## src/rtl/mem_access_stage_pkg.sv

```systemverilog
// Shared general definitions: widths, write-back control encodings and memory-stage enums.
package mem_access_stage_pkg;
  localparam int ADDR_WIDTH = 5;
  localparam int WORD       = 32;

  typedef enum logic [1:0] {
    FROM_ALU = 2'd0,
    FROM_MEM = 2'd1,
    FROM_PC  = 2'd2
  } reg_file_data_source;

  typedef enum logic {
    WRITE_DIS = 1'b0,
    WRITE_EN  = 1'b1
  } reg_file_write_sig;

  typedef enum logic {
    NO_BRANCH = 1'b0,
    BRANCH    = 1'b1
  } branch_from_wb;

  typedef enum logic [1:0] {
    MEM_NONE  = 2'd0,
    MEM_LOAD  = 2'd1,
    MEM_STORE = 2'd2
  } mem_op_t;

  typedef enum logic {
    IDLE     = 1'b0,
    WAIT_ACK = 1'b1
  } mem_state_t;
endpackage

```

## src/rtl/dmem_timeout_counter.sv

```systemverilog
// Watchdog for an outstanding data-memory access; timeout_o is high once LIMIT
// unacknowledged wait cycles have been counted.
module dmem_timeout_counter #(
  parameter int LIMIT = 64
) (
  input  logic clk_i,
  input  logic rst_n_i,
  input  logic inc_i,
  input  logic clr_i,
  output logic timeout_o
);
  localparam int CW = $clog2(LIMIT + 1);

  logic [CW-1:0] r_count;

  assign timeout_o = (r_count == CW'(LIMIT));

  always_ff @(posedge clk_i or negedge rst_n_i) begin
    if (!rst_n_i) begin
      r_count <= '0;
    end else if (clr_i || timeout_o) begin
      r_count <= '0;
    end else if (inc_i) begin
      r_count <= r_count + 1'b1;
    end
  end
endmodule

```

## src/rtl/mem_access_stage.sv

```systemverilog
// Memory access stage: issues loads/stores over req/ack, stalls upstream while waiting,
// and fills the MEM/WB register. Optional watchdog enabled by DMEM_TIMEOUT_EN.
module mem_access_stage
  import mem_access_stage_pkg::*;
#(
  parameter int DMEM_TIMEOUT_CYCLES = 64
) (
  input  logic                  clk_i,
  input  logic                  rst_n_i,
  input  logic                  is_valid_i,
  input  mem_op_t               mem_op_i,
  input  reg_file_data_source   reg_data_ctrl_sig_i,
  input  reg_file_write_sig     reg_file_write_en_i,
  input  branch_from_wb         branch_from_wb_i,
  input  logic [ADDR_WIDTH-1:0] reg_dest_addr_i,
  input  logic [WORD-1:0]       alu_result_i,
  input  logic [WORD-1:0]       store_data_i,
  input  logic                  flush_i,
  output logic                  stall_o,
  output logic                  dmem_req_o,
  output logic                  dmem_we_o,
  output logic [WORD-1:0]       dmem_addr_o,
  output logic [WORD-1:0]       dmem_wdata_o,
  input  logic [WORD-1:0]       dmem_rdata_i,
  input  logic                  dmem_ack_i,
  output logic                  is_valid_o,
  output reg_file_data_source   reg_data_ctrl_sig_o,
  output reg_file_write_sig     reg_file_write_en_o,
  output branch_from_wb         branch_from_wb_o,
  output logic [ADDR_WIDTH-1:0] reg_dest_addr_o,
  output logic [WORD-1:0]       alu_result_o,
  output logic [WORD-1:0]       mem_data_o,
  output logic                  fault_o,
  output mem_state_t            dbg_state_o
);
  // Handshake: a transfer completes in the cycle where dmem_req_o and dmem_ack_i are both
  // high; while req is high without ack, upstream holds every input stable (stall_o).

  mem_state_t r_state;
  logic       r_killed;
  logic       w_is_mem;
  logic       w_issue;
  logic       w_ack;
  logic       w_capture;
  logic       w_timeout;

  assign w_is_mem     = is_valid_i && (mem_op_i != MEM_NONE);
  assign w_issue      = (r_state == IDLE) && w_is_mem && !flush_i;
  assign dmem_req_o   = w_issue || ((r_state == WAIT_ACK) && !w_timeout);
  assign dmem_we_o    = dmem_req_o && (mem_op_i == MEM_STORE);
  assign dmem_addr_o  = alu_result_i;
  assign dmem_wdata_o = store_data_i;
  assign w_ack        = dmem_req_o && dmem_ack_i;
  assign stall_o      = dmem_req_o && !dmem_ack_i;
  assign dbg_state_o  = r_state;

  // A killed access still completes on the bus but must not reach write-back.
  assign w_capture = (w_ack && !flush_i && !r_killed) ||
                     ((r_state == IDLE) && is_valid_i && (mem_op_i == MEM_NONE) && !flush_i);

`ifdef DMEM_TIMEOUT_EN
  logic r_fault;

  dmem_timeout_counter #(
    .LIMIT(DMEM_TIMEOUT_CYCLES)
  ) u_dmem_timeout_counter (
    .clk_i     (clk_i),
    .rst_n_i   (rst_n_i),
    .inc_i     ((r_state == WAIT_ACK) && !dmem_ack_i),
    .clr_i     ((r_state != WAIT_ACK) || dmem_ack_i),
    .timeout_o (w_timeout)
  );

  always_ff @(posedge clk_i or negedge rst_n_i) begin
    if (!rst_n_i) begin
      r_fault <= 1'b0;
    end else begin
      r_fault <= w_timeout;
    end
  end

  assign fault_o = r_fault;
`else
  logic [31:0] w_unused_timeout_cycles;

  assign w_unused_timeout_cycles = DMEM_TIMEOUT_CYCLES;
  assign w_timeout               = 1'b0;
  assign fault_o                 = 1'b0;
`endif

  always_ff @(posedge clk_i or negedge rst_n_i) begin
    if (!rst_n_i) begin
      r_state  <= IDLE;
      r_killed <= 1'b0;
    end else begin
      case (r_state)
        IDLE: begin
          r_killed <= 1'b0;
          if (w_issue && !dmem_ack_i) begin
            r_state <= WAIT_ACK;
          end
        end
        WAIT_ACK: begin
          if (dmem_ack_i || w_timeout) begin
            r_state  <= IDLE;
            r_killed <= 1'b0;
          end else if (flush_i) begin
            r_killed <= 1'b1;
          end
        end
        default: begin
          r_state  <= IDLE;
          r_killed <= 1'b0;
        end
      endcase
    end
  end

  // MEM/WB register: loads the instruction when captured, otherwise a full bubble.
  always_ff @(posedge clk_i or negedge rst_n_i) begin
    if (!rst_n_i) begin
      is_valid_o          <= 1'b0;
      reg_data_ctrl_sig_o <= FROM_ALU;
      reg_file_write_en_o <= WRITE_DIS;
      branch_from_wb_o    <= NO_BRANCH;
      reg_dest_addr_o     <= '0;
      alu_result_o        <= '0;
      mem_data_o          <= '0;
    end else if (w_capture) begin
      is_valid_o          <= 1'b1;
      reg_data_ctrl_sig_o <= reg_data_ctrl_sig_i;
      reg_file_write_en_o <= reg_file_write_en_i;
      branch_from_wb_o    <= branch_from_wb_i;
      reg_dest_addr_o     <= reg_dest_addr_i;
      alu_result_o        <= alu_result_i;
      mem_data_o          <= (mem_op_i == MEM_LOAD) ? dmem_rdata_i : '0;
    end else begin
      is_valid_o          <= 1'b0;
      reg_data_ctrl_sig_o <= FROM_ALU;
      reg_file_write_en_o <= WRITE_DIS;
      branch_from_wb_o    <= NO_BRANCH;
      reg_dest_addr_o     <= '0;
      alu_result_o        <= '0;
      mem_data_o          <= '0;
    end
  end
endmodule

```

## config.mk

```make
export PLATFORM = sky130hd
export DESIGN_NAME = mem_access_stage
export DESIGN_NICKNAME = d
export VERILOG_FILES = /design/src/rtl/mem_access_stage_pkg.sv /design/src/rtl/dmem_timeout_counter.sv /design/src/rtl/mem_access_stage.sv
export SDC_FILE = /design/constraint.sdc
export NUM_CORES = 1
export LEC_CHECK = 0
export CAP_MARGIN = 15
export CORE_UTILIZATION = 30
export CTS_BUF_LIST = sky130_fd_sc_hd__clkbuf_2 sky130_fd_sc_hd__clkbuf_4 sky130_fd_sc_hd__clkbuf_8
export DETAILED_ROUTE_END_ITERATION = 12
export GPL_ROUTABILITY_DRIVEN = 0
export PLACE_DENSITY = 0.8
export SETUP_SLACK_MARGIN = 0.02
export SYNTH_ARGS = -nofsm -noshare
export SYNTH_HDL_FRONTEND = slang
export SYNTH_SLANG_ARGS = --single-unit
```

## constraint.sdc

```tcl
create_clock -name clk_i -period 1.4 [get_ports clk_i]
set_input_delay 0.14 -clock clk_i [delete_from_list [all_inputs] [get_ports clk_i]]
set_output_delay 0.14 -clock clk_i [all_outputs]
set_load 0.02 [all_outputs]
```

# Word level (Yosys, flattened, before mapping)
# Cells that the tools add are included.
# totals
out_inout_bits	143
wordCells	46
reg_bits	76
# op_classes
reduce_logical	19
mux	14
eq_ne	3
bitwise_logic	1
# ops
op	count
32-bit 2-to-1 mux	3
1-bit logical AND	12
1-bit 2-to-1 mux	7
5-bit 2-to-1 mux	1
1-bit one-hot mux with 2 select lines	2
1-bit zero test	3
3-bit != test (second input constant)	1
2-bit by 1-bit == test with 1-bit output (second input constant)	1
2-bit == test (second input constant)	1
2-bit zero test	1
1-bit logical OR	2
2-bit 2-to-1 mux	1
2-bit nonzero test	1
1-bit NOT	1

# Depth between registers and ports, before layout
# depth
ltp_word	10
depth_mapped	4

# Least setup slack after synthesis
# OpenSTA, ideal clock, no wires.
# synth_timing
path_type	reg-to-reg
startpoint	register r_killed
endpoint	register mem_data_o[22]
setup_time_ps	64
required_ps	1336
arrival_ps	1379
path_slack_ps	-43
path_buffers	1
period_less_slack_ps	1443
stages_incl_launch_ff	5
path_cell_list	dfrtp_1 -> or3b_4 -> nor4b_4 -> clkbuf_2 -> and2_2
# synth_between
elab_chain_cells	4
# synth_lines
item	line	source
start, declared	mem_access_stage.sv:40	logic r_killed;
start signal, assigned	mem_access_stage.sv:94	r_killed <= 1'b0;
start signal, assigned	mem_access_stage.sv:98	r_killed <= 1'b0;
start signal, assigned	mem_access_stage.sv:106	r_killed <= 1'b0;
1-bit zero test	mem_access_stage.sv:58	assign w_capture = (w_ack && !flush_i && !r_killed) ||
1-bit logical AND	mem_access_stage.sv:58	
1-bit logical OR	mem_access_stage.sv:58	
32-bit 2-to-1 mux	mem_access_stage.sv:129	end else if (w_capture) begin
end signal, assigned	mem_access_stage.sv:136	mem_data_o <= (mem_op_i == MEM_LOAD) ? dmem_rdata_i : '0;
end, declared	mem_access_stage.sv:32	output logic [WORD-1:0] mem_data_o,
# No other way between the ends.
# A chain may end at the register's enable or synchronous reset.

# Worst setup path after layout
# layout_timing
startpoint	register r_killed
endpoint	register mem_data_o[15]
# The elaborated chain is that of the path after synthesis.

==> flow_summary.toml <==
[final_layout]
drive_above_1_share_pct = 17.5
nFillCells = 893
fin_nets = 495
design_area_sq_um = 4970
diodes = 0
fin_util_pct = 50.9
area_delta_synth_final_pct = 64.0
multi_input_area_sq_um = 637
stdcell_count = 521
seq_area_sq_um = 1900

[hold_path]
hp-class = "primary input to async pin"

[floorplan]
die_y_um = 103
ios = 255
start_util_pct = 31.0
die_area_sq_um = 10500
row_count = 36
core_area_sq_um = 9770
fp.dieW_um = 103

[power]
netSwitchingFraction_pct = 24.8
p_comb_share_pct = 16.7
p_sw_mw = 1.23
power_density_nw_per_um2 = 993
total_power_mw = 4.94
irDropWorstVdd_mv = 0.395
p_seq_share_pct = 46.0
clockPowerShare_pct = 37.3
p_leak_nw = 2.92
p_int_mw = 3.71

[sta]
clock_skew_ps = 5.70
setup_ws_ps = -153
setup_violations = 73
finalCritPeriodShare_pct = 111
tns_ps = -7120
slew_viol_final = 0
fmax_mhz = 644
final-hold-violation-count = 0
whs_ps = 206
rsz0062_at_grt = "yes"
layout_min_cycle_time_ps = 1550

[cts]
insertion_delay_ps = 340
cts_root_buffer = "clkbuf_8"
cts_tree = "done"
h-tree-depth = 3
clock-sinks = 76
clk_pin_slew_ps = 80
cts_made_buffers = 9
cts_buffer_depth = 2

[detailed_routing]
route.detailed.drc = 0
drt-total-wl_um = 8830
viasPerCell = 4.24
wire_per_inst_um = 16.9
vias = 2208
dr.first_iter.drc_count = 41
ant_nets = 0
drt_pass1_iterations = 4

[placed_design]
hpwl_um = 6560
dp_cells = 498
place_ws_ps = -520
place_area_sq_um = 4690
io_buffers = 189

[run_status]
status = "complete, but fails checks"
violations = "negative setup slack"

[global_route]
antenna_found_initial = 0
grt_pass1_wl_um = 11600
grt_usage_pct = 15.6
grt_max_degree = 43
grt_pass1_vias = 2169
grt-ovfl-total = 0

[logic_synthesis]
synthDominantCellAreaShare_pct = 62.7
synthCells = 241
synth-edff-count = 0
synthFlopType = "dfrtp_1"
synth_seq_cells = 76
synth_nets = 353
synth_area_leader_cell = "dfrtp_1"
avgSynthCellArea_sq_um = 12.6
yosysSeqAreaShare_pct = 62.7
synthTopCellsByArea = "dfrtp_1, buf_4, and3_1"
netlist-cell-type-count = 19
syn-cell-area_sq_um = 3030
ys_async_sr_fraction_pct = 100
yosysWarnings = 0

[setup_path]
critPathArrivalTime_ps = 1830
endpoint_kind = "flip-flop"
crit_required_ps = 1680
crit_type = "flip-flop to flip-flop"
start_kind = "flip-flop"
crit_fanout = 16

[job]
cap_violations = 0
-- cells in the mapped netlist, types with 2 or more instances --
library cell / count
and2b_2: 2
and2_1: 12
and2_2: 21
clkbuf_1: 8
nor2_1: 3
buf_4: 65
and3_1: 41
clkbuf_2: 3
dfrtp_1: 76
-- cell usage in the layout, fill, tap and decap left out, types with 2 or more instances in the layout --
master           count
clkbuf_8             9
and2_1              12
buf_12               3
and3_1              40
and2_4               9
clkdlybuf4s50_1     85
buf_4               12
buf_6                4
dlygate4sd2_1       78
and2_2              12
and2b_2              2
nor2_1               3
dlymetal6s2s_1      21
dfrtp_1             76
bufinv_16            2
clkinvlp_4           2
-- kinds of logic after synthesis --
group,synth area share (%)
AO/OA/AOI/OAI,0.413
buffers and inverters,17.7
flip-flops,62.7
other,0.124
AND/OR/NAND/NOR,19.0
-- metal layers --
layer	part of all wire (%)	track usage, %	routed length (um)	up-vias
met4	3.1	9.78	272	0
met2	56	29.3	4910	146
met3	11	6.10	940	23
met5	0	0	0	-
met1	31	13.8	2700	1054
li1	-	-	-	985
-- critical path: stages (launching register included) --
cell and delay (ps):
dfrtp_1 390, or3b_4 400, nor4b_4 270, buf_6 160, buf_12 130, and2_2 140
-- final cells by class --
class | count | area share, %
timing repair buffer | 207 | 41.1
sequential | 76 | 38.3
multi-input combinational | 88 | 12.8
tap | 133 | 3.35
clock buffer | 10 | 2.64
clock inverter | 6 | 1.79
inverter | 1 | 0.0755
-- state kept, by name, indices dropped and copies added (netlist names) --
register	flops
alu_result_o	32
mem_data_o	32
reg_dest_addr_o	5
reg_data_ctrl_sig_o	2
branch_from_wb_o	1
dbg_state_o	1
is_valid_o	1
r_killed	1
reg_file_write_en_o	1
-- path summary, 6_finish.rpt --
kind / startpoint / cells past startpoint / to / slack, ps
worst max-delay path: r_killed / 5 / mem_data_o[15] / -150
worst min-delay path: rst_n_i / 2 / mem_data_o[5] / 210
worst max register to register: r_killed / 5 / mem_data_o[15] / -150
worst min register to register: r_killed / 2 / r_killed / 580
max in group asynchronous: rst_n_i / 3 / alu_result_o[2] / 660
min in group clk_i: store_data_i[12] / 0 / dmem_wdata_o[12] / 280
-- power by group through the flow --
stage	sequential [mW]	combinational, mW	clock [mW]
after detailed placement	2.32	0.862	0
after global routing	2.28	0.882	2.00
after floorplan	2.40	0.386	0
final	2.27	0.825	1.84
after CTS	2.27	0.819	1.90
after global placement	2.32	0.849	0
-- what timing repair did --
item / CTS / global route
hold buffers: 1 / 0
setup endpoints to repair: 113 / 81
buffers inserted: 1 / 3
pin swaps: 1 / 10
hold endpoints to repair: 58 / 0
gates resized for setup: 95 / 38
cloned: 0 / 2
(Power assumes the default switching activity.)
